$ cat config.mk
export PLATFORM = sky130hd
export DESIGN_NAME = pong_game_ctrl
export DESIGN_NICKNAME = d
export VERILOG_FILES = /design/src/rtl/pong_game_ctrl.sv
export SDC_FILE = /design/constraint.sdc
export NUM_CORES = 1
export LEC_CHECK = 0
export CELL_PAD_IN_SITES_DETAIL_PLACEMENT = 1
export CELL_PAD_IN_SITES_GLOBAL_PLACEMENT = 2
export CORE_AREA = 2 2 100 102
export DETAILED_ROUTE_END_ITERATION = 10
export DIE_AREA = 0 0 102 104
export PLACE_DENSITY_LB_ADDON = 0.1
export SLEW_MARGIN = 10
export SYNTH_ARGS = -nofsm -noshare
export SYNTH_HDL_FRONTEND = slang
export SYNTH_SLANG_ARGS = --single-unit
$ cat constraint.sdc
create_clock -name clk -period 2.4 [get_ports clk]
set_input_delay 0.24 -clock clk [delete_from_list [all_inputs] [get_ports clk]]
set_output_delay 0.24 -clock clk [all_outputs]
set_load 0.02 [all_outputs]
$ cat src/rtl/pong_game_ctrl.sv
// pong_game_ctrl: game-level sequencer for the pong ball datapath.
// Holds the ball at centre while idle, counts down a serve, releases the
// ball for play, judges paddle misses once per frame, keeps both scores and
// declares a winner. All outputs are registers.
module pong_game_ctrl #(
  parameter int BALL_SIZE      = 10,
  parameter int LEFT_BOUNDARY  = 3,
  parameter int RIGHT_BOUNDARY = 637,
  parameter int PADDLE_HEIGHT  = 64,
  parameter int SERVE_FRAMES   = 60,
  parameter int POINT_FRAMES   = 30,
  parameter int WIN_SCORE      = 7
) (
  input  logic        clk,
  input  logic        reset,
  input  logic        frame_tick,
  input  logic        start,
  input  logic [10:0] ball_pos_x,
  input  logic [10:0] ball_pos_y,
  input  logic [10:0] paddle_left_y,
  input  logic [10:0] paddle_right_y,
  output logic        ball_hold,
  output logic        ball_run,
  output logic        serve_dir,
  output logic [3:0]  score_left,
  output logic [3:0]  score_right,
  output logic [2:0]  state,
  output logic        game_over,
  output logic        winner
);

  typedef enum logic [2:0] {
    IDLE      = 3'd0,
    SERVE     = 3'd1,
    PLAY      = 3'd2,
    POINT     = 3'd3,
    GAME_OVER = 3'd4
  } state_t;

  // One down-counter is shared by SERVE and POINT, so size it for the longer.
  localparam int CNT_MAX = (SERVE_FRAMES > POINT_FRAMES) ? SERVE_FRAMES : POINT_FRAMES;
  localparam int CNT_W   = $clog2(CNT_MAX + 1);

  localparam logic [11:0] BS12    = 12'(BALL_SIZE);
  localparam logic [11:0] PH12    = 12'(PADDLE_HEIGHT);
  localparam logic [11:0] LB12    = 12'(LEFT_BOUNDARY);
  localparam logic [11:0] RB12    = 12'(RIGHT_BOUNDARY);
  localparam logic [3:0]  WIN4    = 4'(WIN_SCORE);
  localparam logic [CNT_W-1:0] SERVE_LOAD = CNT_W'(SERVE_FRAMES);
  localparam logic [CNT_W-1:0] POINT_LOAD = CNT_W'(POINT_FRAMES);
  localparam logic [CNT_W-1:0] CNT_ONE    = CNT_W'(1);

  state_t           state_reg;
  logic [CNT_W-1:0] cnt_reg;
  logic             start_q;
  logic             start_edge;

  // Geometry is evaluated at 12 bits so ball/paddle sums can never wrap.
  logic [11:0] ball_x12;
  logic [11:0] ball_y12;
  logic [11:0] paddle_y12 [2];
  logic [1:0]  ovl;
  logic        left_miss;
  logic        right_miss;

  assign ball_x12      = {1'b0, ball_pos_x};
  assign ball_y12      = {1'b0, ball_pos_y};
  assign paddle_y12[0] = {1'b0, paddle_left_y};
  assign paddle_y12[1] = {1'b0, paddle_right_y};

  // Vertical overlap of the ball with each paddle (0 = left, 1 = right).
  generate
    for (genvar gi = 0; gi < 2; gi++) begin : g_ovl
      assign ovl[gi] = ((ball_y12 + BS12) > paddle_y12[gi]) &&
                       (ball_y12 < (paddle_y12[gi] + PH12));
    end
  endgenerate

  assign left_miss  = (ball_x12 <= LB12) && !ovl[0];
  assign right_miss = ((ball_x12 + BS12) >= RB12) && !ovl[1];
  assign start_edge = start && !start_q;

  assign state = state_reg;

  // Game FSM with registered outputs; each branch sets the outputs of the
  // state it enters so hold/run always track the state register.
  always_ff @(posedge clk or negedge reset) begin
    if (!reset) begin
      state_reg   <= IDLE;
      cnt_reg     <= '0;
      start_q     <= 1'b0;
      ball_hold   <= 1'b1;
      ball_run    <= 1'b0;
      serve_dir   <= 1'b1;
      score_left  <= 4'd0;
      score_right <= 4'd0;
      game_over   <= 1'b0;
      winner      <= 1'b0;
    end else begin
      start_q <= start;
      case (state_reg)
        IDLE: begin
          if (start_edge) begin
            state_reg <= SERVE;
            cnt_reg   <= SERVE_LOAD;
          end
        end

        SERVE: begin
          if (frame_tick) begin
            cnt_reg <= cnt_reg - CNT_ONE;
            if (cnt_reg == CNT_ONE) begin
              state_reg <= PLAY;
              ball_hold <= 1'b0;
              ball_run  <= 1'b1;
            end
          end
        end

        PLAY: begin
          // Left miss takes priority if both sides miss on the same tick.
          if (frame_tick && (left_miss || right_miss)) begin
            state_reg <= POINT;
            cnt_reg   <= POINT_LOAD;
            ball_hold <= 1'b1;
            ball_run  <= 1'b0;
            if (left_miss) begin
              score_right <= score_right + 4'd1;
              serve_dir   <= 1'b0;
            end else begin
              score_left <= score_left + 4'd1;
              serve_dir  <= 1'b1;
            end
          end
        end

        POINT: begin
          if (frame_tick) begin
            if (cnt_reg == CNT_ONE) begin
              if (score_left == WIN4 || score_right == WIN4) begin
                state_reg <= GAME_OVER;
                cnt_reg   <= cnt_reg - CNT_ONE;
                game_over <= 1'b1;
                winner    <= (score_right == WIN4);
              end else begin
                state_reg <= SERVE;
                cnt_reg   <= SERVE_LOAD;
              end
            end else begin
              cnt_reg <= cnt_reg - CNT_ONE;
            end
          end
        end

        GAME_OVER: begin
          if (start_edge) begin
            state_reg   <= SERVE;
            cnt_reg     <= SERVE_LOAD;
            score_left  <= 4'd0;
            score_right <= 4'd0;
            serve_dir   <= 1'b1;
            game_over   <= 1'b0;
          end
        end

        default: begin
          state_reg <= IDLE;
          ball_hold <= 1'b1;
          ball_run  <= 1'b0;
          game_over <= 1'b0;
        end
      endcase
    end
  end

endmodule

== Word level (Yosys, flattened, before mapping) ==
Index checks and enable logic that the tools add are counted.
Word-level totals
  bits in registers: 23
  latch bits: 0
  memory bits (writable): 0
  ROM bits: 0
  bits of input ports: 48
  output and inout port bits: 16
  logic and storage cells: 106
  memories: 0
Operators by class
  $add $sub $neg: 7
  multipliers: 0
  div/mod/pow operators: 0
  magnitude comparators: 6
  eq/ne operators: 17
  shift operators: 0
  muxes and demuxes: 39
  bitwise gates (word level): 2
  reductions and logical operators: 25
Operators by type and width (number)
  2-to-1 mux 6 bit: 6
  adder 11 x 4 -> 12 bit (second input constant): 2
  adder 11 x 7 -> 12 bit (second input constant): 2
  greater-than comparator 12 x 11 -> 1 bit: 2
  less-than comparator 11 x 12 -> 1 bit: 2
  one-hot mux 6 bit (4 select lines): 1
  2-to-1 mux 3 bit: 7
  2-to-1 mux 4 bit: 5
  inequality test 2 bit (second input constant): 9
  one-hot mux 4 bit (2 select lines): 2
  AND reduction 4 bit: 4
  2-to-1 mux 1 bit: 13
  >= comparator 12 x 10 -> 1 bit (second input constant): 1
  one-hot mux 3 bit (4 select lines): 1
  <= comparator 11 x 2 -> 1 bit (second input constant): 1
  AND reduction 5 bit: 2
  one-hot mux 1 bit (3 select lines): 3
  adder 4 x 1 -> 4 bit (second input constant): 2
  == test 4 x 3 -> 1 bit (second input constant): 2
  == test 3 x 2 -> 1 bit (second input constant): 2
  == test 6 x 1 -> 1 bit (second input constant): 1
  logical AND 1 bit: 6
  AND reduction 6 bit: 1
  OR reduction 3 bit: 2
  other kinds (13): 17

== Longest topological paths before layout ==
  depth in word-level cells: 9
  depth in mapped cells: 15
  depth with buffers taken out: 14

== Least setup slack after synthesis ==
No wires, ideal clock.
  path type: input -> register
  start: input port ball_pos_y[1]
  end: register score_left[0]
  library setup time: 125 ps
  data arrival time: 2668 ps
  data required time: 2275 ps
  path slack: -392 ps
  stages: 13
  path buffers: 0
  cells stage by stage: ha_1 or2_2 nand2b_1 xnor2_1 ha_1 nand4_1 nor2_1 a211oi_1 nor4b_4 nor3_2 nor3b_4 o21bai_2 mux2_2
On the way
  word-level cells in the longest chain between the ends: 9
  elaborated cells between the ends (all ways): 16
  those cells by class: 1 x add/sub; 4 x order compare; 2 x eq/ne; 9 x reduce/logical
Ends and longest elaborated chain
  start: declaration: RTL line 19  | input logic [10:0] ball_pos_y,
  adder 11 x 4 -> 12 bit: RTL line 74  | assign ovl[gi] = ((ball_y12 + BS12) > paddle_y12[gi]) &&
  greater-than comparator 12 x 11 -> 1 bit: RTL line 74
  logical AND 1 bit: RTL line 74
  logical NOT 1 bit, on equally long branches: RTL line 79, 80
  logical AND 1 bit, on equally long branches: RTL line 79, 80
  logical OR 1 bit: RTL line 122  | if (frame_tick && (left_miss || right_miss)) begin
  logical AND 1 bit: RTL line 122
  inequality test 2 bit (no source line)
  AND reduction 4 bit (no source line) (*)
  end signal: assignment: RTL line 131  | score_left <= score_left + 4'd1;
  end: declaration: RTL line 25  | output logic [3:0] score_left,
Every way passes the cells marked *; elsewhere a longest branch is shown, timed or not.
A chain may end at the register's enable or synchronous reset.

== Worst setup path in the final report ==
  start: input port ball_pos_y[2]
  end: register cnt_reg[0]
On the way
  word-level cells in the longest chain between the ends: 9
  elaborated cells between the ends (all ways): 15
  those cells by class: 1 x add/sub; 4 x order compare; 1 x eq/ne; 9 x reduce/logical
Ends and longest elaborated chain
  adder 11 x 4 -> 12 bit: RTL line 74
  greater-than comparator 12 x 11 -> 1 bit: RTL line 74
  logical AND 1 bit: RTL line 74
  logical NOT 1 bit, on equally long branches: RTL line 79, 80
  logical AND 1 bit, on equally long branches: RTL line 79, 80
  logical OR 1 bit (*): RTL line 122
  logical AND 1 bit (*): RTL line 122
  inequality test 2 bit (no source line) (*)
  AND reduction 5 bit (no source line) (*)
  end signal: assignment: RTL line 111  | cnt_reg <= cnt_reg - CNT_ONE;
  end signal: assignment: RTL line 142  | cnt_reg <= cnt_reg - CNT_ONE;
  end signal: assignment: RTL line 150  | cnt_reg <= cnt_reg - CNT_ONE;
  end: declaration: RTL line 54  | logic [CNT_W-1:0] cnt_reg;
Marked as above.

==> flow_summary.yaml <==
sta:
  rsz0062_at_grt: "true"
  maxClockFrequency_ghz: 0.371
  slew_violations: 0
  max-slew-margin-rel_pct: 56.1
  min_period_over_period_pct: 112
  final_setup_violations: 18
  clock_skew_ns: 0.00926
  hold_viol_final: 0
  setup_slack_ns: -0.298
  worstMarginPinSlew_ns: 0.652
  period_minus_slack_ns: 2.70
cells_and_area:
  largest_register_ffs: 6
  leading_cell_types_in_the_layout_fill_and_taps_excluded: "65 x sky130_fd_sc_hd__buf_4, 46 x sky130_fd_sc_hd__clkdlybuf4s50_1, 44 x sky130_fd_sc_hd__ha_1"
  layout-area-overhead-vs-synth_pct: 65.0
  register_area_um2: 578
  multi_input_area_um2: 2480
  n_antenna_cell: 0
  n_fill_cell: 1134
  num-nets-final: 574
  final_core_util_pct: 48.2
  post_route_cells_drive_above_1_share_pct: 34.8
  layout_commonest_cell: "sky130_fd_sc_hd__buf_4"
run:
  drv.max_cap_violation_count: 0
detailed_routing:
  post_drt_wl_per_cell_um: 15.8
  routed_via_density: 5.03
  drtPass1Iterations: 4
  final_antenna_violating_net_count: 0
  num_vias: 3056
  wl_um: 9610
  drt-initial-drc-count: 93
  drc_violations: 0
power:
  p_leak_nw: 2.11
  p_per_area_nw_per_um2: 406
  ir_drop_worst_case_vdd_v: 0.000266
clocking:
  clkTransAtPathRegs_ns: 0.10
  htreeDepth: 1
  max-clock-path-buffers: 2
  cts_num_sinks: 23
  cts_tree: "done"
  worstSkewPairLatency_ns: 0.28
  cts-buffers-inserted: 3
  cts_hold_buffers: 0
  clock_root_cell: "sky130_fd_sc_hd__clkbuf_8"
yosys:
  avgSynthCellArea_um2: 8.30
  async_flop_share_pct: 100
  synth_top_cells_by_area: "sky130_fd_sc_hd__ha_1 23%, sky130_fd_sc_hd__dfrtp_1 19%, sky130_fd_sc_hd__a21oi_1 4.8%, sky130_fd_sc_hd__inv_1 4.3%, sky130_fd_sc_hd__xnor2_1 3.8%"
  ys_seq_area_share_pct: 20.7
  postSynthNetCount: 435
  main_combinational_cell_family_by_area_after_synthesis: "simple AND/OR/NAND/NOR gates"
  synth_simple_gate_area_share_pct: 23.6
  synthesized_area_fraction_occupied_by_ao_oa_aoi_and_oai_cells_pct: 21.4
  synthCells: 336
  synth_mux_area_share_pct: 1.57
  yosys.area_share.adder_pct: 22.9
  synth_warnings: 0
  yosys.area.top_type_share_pct: 22.9
  synth-xor-area-share_pct: 4.71
  synth-seq-cells: 23
  synth_top_cell_by_area: "sky130_fd_sc_hd__ha_1"
  netlist_area_um2: 2790
  synth_cell_types: 59
  synth_ff_type: "sky130_fd_sc_hd__dfrtp_1"
  synth_enable_flop_cells: 0
critical_path:
  r2r.worst_path.cells: 6
  worst-r2r-setup-slack_ns: 0.24
  worstReg2RegEnd: "winner"
  cp_max_fo: 4
  critical_path_arrival_ns: 2.90
  crit_path_start_kind: "input pin"
  cp.required_ns: 2.61
  critical_path.endpoint_type: "flop"
  path_class: "in2reg"
  startpoint_of_the_most_critical_register_to_register_path: "cnt_reg[2]"
global_routing:
  grtUsageTotal_pct: 18.5
  grt_antenna_before_repair: 0
  global_route_wire_length_before_repair_um: 16100
  grt_start_max_net_pins: 24
  global_route.overflow_total: 0
  grt_pass1_vias: 3344
floorplan:
  die_w_um: 102
  die_h_um: 104
  floorplan.core_area_um2: 9550
  total_die_area_um2: 10600
  std_cell_rows: 36
  ios: 64
  floorplan.initialDensity_pct: 29.2
outcome:
  status: "complete, but fails checks"
  failed_checks: "negative setup slack"
min_path:
  worstHoldPathType: "in2async"
placement:
  detailed_place_hpwl_um: 7570
  gp_congestion: 0.785
  pre_cts_ws_ns: -1.11
  numPortBuffers: 63
kinds of logic (layout without fill, tap and decap cells):
group / Yosys count / count (layout)
simple gates: 121 / 121
compound gates: 86 / 86
fa+ha+maj: 51 / 51
buf+inv: 36 / 174
flops: 23 / 23
xor+xnor: 15 / 15
mux: 4 / 4
repair_timing:
item                                    4_1_cts  5_1_grt
pin swaps                                    49       10
resized for setup                           112       21
endpoints found under the setup margin       18       18
gates cloned                                  0        0
endpoints found under the hold margin         0        0
buffers inserted                              8        4
stage by stage:
stage / TNS (ns) / hold WS (ns) / cells / instance area (µm²) / power, mW
after CTS: -1.60 / 0.332 / 603 / 4460 / 1.83
after floorplan: -1.51 / -0.0556 / 336 / 2850 / 1.07
after global routing: -6.53 / 0.359 / 607 / 4600 / 2.03
final: -4.26 / 0.323 / 607 / 4600 / 1.87
after global placement: -17.32 / 0.468 / 591 / 4090 / 1.44
after detailed placement: -18.92 / 0.487 / 591 / 4090 / 1.48
worst max-delay path: stages:
cell and delay (ns):
sky130_fd_sc_hd__buf_8 0.11, sky130_fd_sc_hd__ha_4 0.15, sky130_fd_sc_hd__or2_4 0.28, sky130_fd_sc_hd__nand2b_4 0.09
sky130_fd_sc_hd__xnor2_2 0.08, sky130_fd_sc_hd__ha_1 0.34, sky130_fd_sc_hd__nand4_1 0.16, sky130_fd_sc_hd__buf_4 0.19
sky130_fd_sc_hd__nor3_4 0.13, sky130_fd_sc_hd__o2bb2ai_2 0.09, sky130_fd_sc_hd__nor4b_4 0.33, sky130_fd_sc_hd__buf_4 0.18
sky130_fd_sc_hd__o31ai_4 0.06, sky130_fd_sc_hd__o21ai_4 0.11, sky130_fd_sc_hd__buf_4 0.15, sky130_fd_sc_hd__buf_6 0.10
sky130_fd_sc_hd__nand3_2 0.06, sky130_fd_sc_hd__o21ai_1 0.07
power breakdown:
part / total, mW / switching [mW] / leakage (nW) / internal, mW
logic: 1.04 / 0.515 / 1.80 / 0.530
clock network: 0.262 / 0.146 / 0.0255 / 0.117
registers: 0.562 / 0.0882 / 0.282 / 0.474
total: 1.87 / 0.748 / 2.11 / 1.12
metal layers:
metal	vias to the layer above	routed length [µm]	track usage [%]
li1	1502	-	-
met1	1492	4350	24.6
met2	50	4860	32.8
met3	12	245	2.35
met4	0	154	1.71
met5	-	0	0
cells in the mapped netlist (3+ instances only):
library cell and n:
sky130_fd_sc_hd__a211oi_1 8, sky130_fd_sc_hd__a21o_1 6, sky130_fd_sc_hd__a21oi_1 27, sky130_fd_sc_hd__a22o_1 3, sky130_fd_sc_hd__and2_1 4, sky130_fd_sc_hd__dfrtp_1 21, sky130_fd_sc_hd__ha_1 51, sky130_fd_sc_hd__inv_1 32
sky130_fd_sc_hd__mux2_2 3, sky130_fd_sc_hd__nand2_1 26, sky130_fd_sc_hd__nand2b_1 8, sky130_fd_sc_hd__nand3_1 17, sky130_fd_sc_hd__nand4_1 10, sky130_fd_sc_hd__nor2_1 22, sky130_fd_sc_hd__nor2b_1 6, sky130_fd_sc_hd__nor3_1 9
sky130_fd_sc_hd__o211ai_1 4, sky130_fd_sc_hd__o21ai_0 6, sky130_fd_sc_hd__o21ai_1 3, sky130_fd_sc_hd__o22ai_1 3, sky130_fd_sc_hd__or3_1 3, sky130_fd_sc_hd__xnor2_1 12, sky130_fd_sc_hd__xor2_1 3
worst max path at each step:
stage / from / endpoint / slack [ns] / cells past startpoint
final: ball_pos_y[2] / cnt_reg[0] / -0.30 / 18
after global routing: ball_pos_y[2] / cnt_reg[3] / -0.43 / 17
after CTS: ball_pos_y[2] / score_left[0] / -0.20 / 15
after detailed placement: ball_pos_y[2] / cnt_reg[3] / -1.11 / 14
after global placement: ball_pos_y[2] / cnt_reg[3] / -1.01 / 14
after floorplan: ball_pos_y[1] / score_left[2] / -0.26 / 13
cell type report:
| cell class | instances | area share (%) |
|---|---|---|
| inverters | 32 | 2.61 |
| flip-flops and latches | 23 | 12.6 |
| well taps | 133 | 3.62 |
| clock inverters | 1 | 0.109 |
| repair buffers | 138 | 26.2 |
| multi-input cells | 277 | 54.0 |
| clock buffers | 3 | 0.897 |
(Power assumes the default switching activity.)
